[src/rtl/ss_scan_decoder.sv]
// ss_scan_decoder: decodes a multiplexed active-low 7-segment scan back into a hex word
// Ports:
//   i_clk        system clock, posedge
//   i_rst        asynchronous active-high reset
//   i_seg        segment cathodes {g,f,e,d,c,b,a}, active-low
//   i_an         digit anodes, active-low, one low bit selects that digit
//   o_value      last complete frame, digit i in o_value[4*i+3:4*i]
//   o_value_vld  one-cycle pulse when o_value/o_digit_err update
//   o_digit_err  per-digit unrecognised-pattern flags of the last frame
//   i_dp/o_dp_out  decimal point in (active-low) / per-digit out (active-high),
//                  present only when SS_SCAN_DP_EN is defined
module ss_scan_decoder #(
  parameter int DIGITS     = 4,
  parameter int STABLE_CYC = 8
) (
  input  logic                  i_clk,
  input  logic                  i_rst,
  input  logic [6:0]            i_seg,
  input  logic [DIGITS-1:0]     i_an,
`ifdef SS_SCAN_DP_EN
  input  logic                  i_dp,
  output logic [DIGITS-1:0]     o_dp_out,
`endif
  output logic [4*DIGITS-1:0]   o_value,
  output logic                  o_value_vld,
  output logic [DIGITS-1:0]     o_digit_err
);
  localparam int CW = $clog2(STABLE_CYC);
  localparam int IW = DIGITS > 1 ? $clog2(DIGITS) : 1;
`ifdef SS_SCAN_DP_EN
  localparam int SW = DIGITS + 8;
`else
  localparam int SW = DIGITS + 7;
`endif
  logic [SW-1:0]         w_pin, r_s1, r_s2, r_prev;
  logic [CW-1:0]         r_cnt, w_cnt_nxt;
  logic                  r_cap, w_cap, w_one, w_diff, w_bad, w_done;
  logic [DIGITS-1:0]     w_sel, w_stg_err, r_stg_err, w_mask, r_mask;
  logic [IW-1:0]         w_idx;
  logic [3:0]            w_nib;
  logic [6:0]            w_seg;
  logic [4*DIGITS-1:0]   w_stg_val, r_stg_val;
`ifdef SS_SCAN_DP_EN
  logic [DIGITS-1:0]     w_stg_dp, r_stg_dp;
  assign w_pin = {i_dp, i_an, i_seg};
`else
  assign w_pin = {i_an, i_seg};
`endif
  assign w_seg = r_s2[6:0];
  assign w_sel = ~r_s2[7 +: DIGITS];
  always_comb begin
    w_one  = (w_sel != '0) && ((w_sel & (w_sel - DIGITS'(1))) == '0);
    w_idx  = '0;
    for (int i = 0; i < DIGITS; i++)
      if (w_sel[i]) w_idx = IW'(i);
    w_diff    = r_s2 != r_prev;
    w_cnt_nxt = (w_diff || !w_one) ? '0 :
                (r_cnt == CW'(STABLE_CYC-1)) ? r_cnt : r_cnt + 1'b1;
    // only the first arrival at the saturation value captures; the flag blocks repeats
    w_cap = w_one && !r_cap && (w_cnt_nxt == CW'(STABLE_CYC-1));
  end
  always_comb begin
    w_bad = 1'b0;
    case (w_seg)
      7'b1000000: w_nib = 4'h0;
      7'b1111001: w_nib = 4'h1;
      7'b0100100: w_nib = 4'h2;
      7'b0110000: w_nib = 4'h3;
      7'b0011001: w_nib = 4'h4;
      7'b0010010: w_nib = 4'h5;
      7'b0000010: w_nib = 4'h6;
      7'b1111000: w_nib = 4'h7;
      7'b0000000: w_nib = 4'h8;
      7'b0011000: w_nib = 4'h9;
      7'b0001000: w_nib = 4'hA;
      7'b0000011: w_nib = 4'hB;
      7'b1000110: w_nib = 4'hC;
      7'b0100001: w_nib = 4'hD;
      7'b0000110: w_nib = 4'hE;
      7'b0001110: w_nib = 4'hF;
      default: begin
        w_nib = 4'h0;
        w_bad = 1'b1;
      end
    endcase
  end
  // staging image as it will look after this edge's capture, so a completing
  // frame includes the digit captured on the same edge
  always_comb begin
    w_stg_val = r_stg_val;
    w_stg_val[4*w_idx +: 4] = w_nib;
    w_stg_err = r_stg_err;
    w_stg_err[w_idx] = w_bad;
`ifdef SS_SCAN_DP_EN
    w_stg_dp = r_stg_dp;
    w_stg_dp[w_idx] = ~r_s2[SW-1];
`endif
    w_mask = r_mask | w_sel;
    w_done = w_cap && (w_mask == '1);
  end
  always_ff @(posedge i_clk or posedge i_rst) begin
    if (i_rst) begin
      r_s1        <= '0;
      r_s2        <= '0;
      r_prev      <= '0;
      r_cnt       <= '0;
      r_cap       <= 1'b0;
      r_stg_val   <= '0;
      r_stg_err   <= '0;
      r_mask      <= '0;
      o_value     <= '0;
      o_value_vld <= 1'b0;
      o_digit_err <= '0;
`ifdef SS_SCAN_DP_EN
      r_stg_dp    <= '0;
      o_dp_out    <= '0;
`endif
    end else begin
      r_s1        <= w_pin;
      r_s2        <= r_s1;
      r_prev      <= r_s2;
      r_cnt       <= w_cnt_nxt;
      r_cap       <= (w_diff || !w_one) ? 1'b0 : (r_cap | w_cap);
      o_value_vld <= w_done;
      if (w_cap) begin
        r_stg_val <= w_stg_val;
        r_stg_err <= w_stg_err;
        r_mask    <= w_done ? '0 : w_mask;
`ifdef SS_SCAN_DP_EN
        r_stg_dp  <= w_stg_dp;
`endif
      end
      if (w_done) begin
        o_value     <= w_stg_val;
        o_digit_err <= w_stg_err;
`ifdef SS_SCAN_DP_EN
        o_dp_out    <= w_stg_dp;
`endif
      end
    end
  end
endmodule

[config.mk]
export PLATFORM = sky130hd
export DESIGN_NAME = ss_scan_decoder
export DESIGN_NICKNAME = d
export VERILOG_FILES = /design/src/rtl/ss_scan_decoder.sv
export SDC_FILE = /design/constraint.sdc
export NUM_CORES = 1
export LEC_CHECK = 0
export ABC_AREA = 0
export BUFFER_PORTS_ARGS = -buffer_cell sky130_fd_sc_hd__buf_2
export CAP_MARGIN = 0
export CORE_ASPECT_RATIO = 1.2
export CORE_MARGIN = 5
export CORE_UTILIZATION = 38
export DETAILED_ROUTE_END_ITERATION = 8
export GPL_TIMING_DRIVEN = 0
export SLEW_MARGIN = 20
export SYNTH_ARGS = -nofsm -noshare
export SYNTH_HDL_FRONTEND = slang
export SYNTH_SLANG_ARGS = --single-unit
[constraint.sdc]
create_clock -name i_clk -period 2.9 [get_ports i_clk]
set_clock_uncertainty 0.1 [all_clocks]
set_input_delay 0.145 -clock i_clk [delete_from_list [all_inputs] [get_ports i_clk]]
set_output_delay 0.145 -clock i_clk [all_outputs]
set_load 0.02 [all_outputs]
==> flow_summary.ini <==
[status]
status = finished, final reports clean

[final_layout]
final_cell_mix = dfrtp_1, buf_2, nand2_1
nets = 412
final_layout_size_suffix_gt1_frac = 0.208
synthToLayoutAreaGrowth_pct = 21.1
layout_commonest_cell = dfrtp_1
diodes = 0

[yosys]
synth_warnings = 0
async_flop_share = 1.00
synth.avg_cell_area_um2 = 10.9
synth.distinct_cells = 50
ys_seq_elements = 82
ys.flop_type = dfrtp_1
synth_nets = 355
synth_edf_count = 0
seq_area_frac_synth = 0.558
postSynthCellCount = 337
synth_area_um2 = 3670

[drt]
wirelength_um = 8040
via_count = 2729
dr.pass1.iters = 4
viasPerCell = 5.23
drc = 0
drt_iter0_markers = 128
drtAntennaViolNets = 0
wire_per_inst_um = 15.4

[floorplanning]
die_w_um = 99.8
die_y_um = 118
initial_utilization = 0.386
rows = 39
pin_count = 34
core_area_um2 = 9520
die-area_um2 = 11700

[cts]
cts_tree = yes
cts_made_buffers = 9
cts.sinks = 82
clkTransAtPathRegs_ps = 60
clk_latency_ps = 330
cts_root_buf = clkbuf_16
cts_buffer_depth = 2
postCtsSetupBuffers = 0
htreeDepth = 3

[power_and_ir_drop]
powerDensity_nw_per_um2 = 558
leakage_nw = 2.03
ir_worst_vdd_v = 0.000316

[timing]
finalSetupViolations = 0
rsz0062_at_grt = false
slew_headroom = 0.519
tightest_slew_ps = 716
layout_min_cycle_time_ps = 2500
drv_slew = 0
hold_viol = 0
post-route-period-util = 0.861
fmaxAchievable_ghz = 0.400
fin_setup_tns_ps = 0
fin_ws_ps = 402

[setup_path]
crit_required_ps = 3010
ff2ff_path_depth = 8
startpoint_type = flip-flop
arrival_ps = 2610
worstSetupEndpointType = flip-flop
worstPathMaxFanout = 10
ff2ff_setup_slack_ps = 400
critPathKind = reg -> reg

[min_path]
hold_depth = 0
min_path_type = reg -> reg

[global_route]
grt_util_all_layers = 0.150
grt_pass1_wl_um = 14200
grt_pass1_vias = 2818
grt_overflow_total = 0
antenna_found_initial = 0
grt_start_max_net_pins = 47

[placed_design]
io_buffers = 33
pre_cts_ws_ps = 418
dp_hpwl_um = 5630
gp_congestion = 0.805

[flow_run]
cap_violations = 0
[cells in the mapped netlist (all sizes together) (2+ instances only)]
| library cell | count | share of area |
|---|---|---|
| or2 | 2 | 0.0034 |
| nand4 | 5 | 0.0085 |
| and3 | 5 | 0.0085 |
| mux2 | 12 | 0.040 |
| inv | 12 | 0.012 |
| nor4 | 5 | 0.010 |
| nand3 | 15 | 0.020 |
| and4 | 2 | 0.0048 |
| o22ai | 3 | 0.0051 |
| a21oi | 4 | 0.0054 |
| buf | 14 | 0.029 |
| nor2 | 15 | 0.015 |
| a31oi | 28 | 0.048 |
| nor3 | 5 | 0.0082 |
| or3 | 2 | 0.0034 |
| xor2 | 13 | 0.031 |
| dfrtp | 82 | 0.56 |
| nor3b | 4 | 0.0082 |
| o41ai | 4 | 0.0095 |
| nand2 | 38 | 0.039 |
| o2bb2ai | 8 | 0.019 |
| nand2b | 4 | 0.0068 |
| and3b | 2 | 0.0048 |
| ha | 5 | 0.017 |
| clkbuf | 5 | 0.0051 |
| o21ai | 25 | 0.034 |
[sequential cells by signal, summed over array words and instances, names as in the netlist]
| signal | count |
|---|---|
| r_s2 | 11 |
| o_value | 16 |
| o_digit_err | 4 |
| r_cnt | 3 |
| r_mask | 4 |
| r_s1 | 11 |
| r_prev | 11 |
| o_value_vld | 1 |
| r_stg_err | 4 |
| r_stg_val | 16 |
| r_cap | 1 |
[worst max-delay path, stage by stage, from the launching register on]
cell	delay [ps]
dfrtp_1	430
ha_1	310
nor3b_1	180
a22o_1	350
and2_4	230
and3_1	160
buf_4	170
buf_12	150
mux2_4	300
[cells by family (layout without fill, tap and decap cells)]
logic type	Yosys count	count (layout)	share of synthesized area
xor+xnor	14	14	0.0334
simple gates	110	110	0.157
mux	12	12	0.0398
compound gates	83	83	0.148
fa+ha+maj	5	5	0.0170
flops	82	82	0.558
buf+inv	31	93	0.0466
[final timing paths]
| kind | start | to |
|---|---|---|
| setup / recovery | r_cnt[0]$_DFF_PP0_ | o_digit_err[3]$_DFFE_PP0P_ |
| hold / removal | r_s1[2]$_DFF_PP0_ | r_s2[2]$_DFF_PP0_ |
| setup reg to reg | r_cnt[0]$_DFF_PP0_ | o_digit_err[3]$_DFFE_PP0P_ |
| hold reg to reg | r_s1[2]$_DFF_PP0_ | r_s2[2]$_DFF_PP0_ |
| max in group asynchronous | i_rst | r_stg_val[12]$_DFFE_PP0P_ |
| min in group asynchronous | i_rst | r_s1[3]$_DFF_PP0_ |
[where the power goes]
group	internal (mW)	total, mW	switching [mW]
logic	0.0565	0.149	0.0927
clock network	0.712	1.15	0.436
registers	1.17	1.18	0.0169
total	1.94	2.48	0.545
[through the flow]
| step | hold WS (ps) | power [mW] | instances | util | area (µm²) |
|---|---|---|---|---|---|
| 6_report | 245 | 2.48 | 522 | 0.468 | 4450 |
| 3_3_place_gp | 153 | 1.34 | 493 | 0.420 | 3990 |
| 5_1_grt | 249 | 2.57 | 522 | 0.468 | 4450 |
| 3_5_place_dp | 109 | 1.34 | 494 | 0.423 | 4020 |
| 4_1_cts | 249 | 2.51 | 522 | 0.468 | 4450 |
| 2_1_floorplan | 76.4 | 1.30 | 337 | - | 3670 |
[layer usage]
metal / track usage / part of all wire / up-vias
li1: - / - / 1334
met1: 0.201 / 0.47 / 1345
met2: 0.236 / 0.49 / 42
met3: 0.0344 / 0.033 / 8
met4: 0.0538 / 0.014 / 0
met5: 0 / 0 / -
[timing repair]
action	CTS	global route
hold endpoints to repair	47	0
hold buffers	12	0
gates resized for setup	0	0
[area by class of cell]
cell class | count | area, µm²
tap | 123 | 154
sequential | 82 | 2050
clock inverter | 4 | 50.0
clock buffer | 12 | 256
fill | 925 | 5060
timing repair buffer | 46 | 313
multi-input combinational | 224 | 1450
buffer | 19 | 126
inverter | 12 | 47.5
Power figures use the tool's default switching activity.
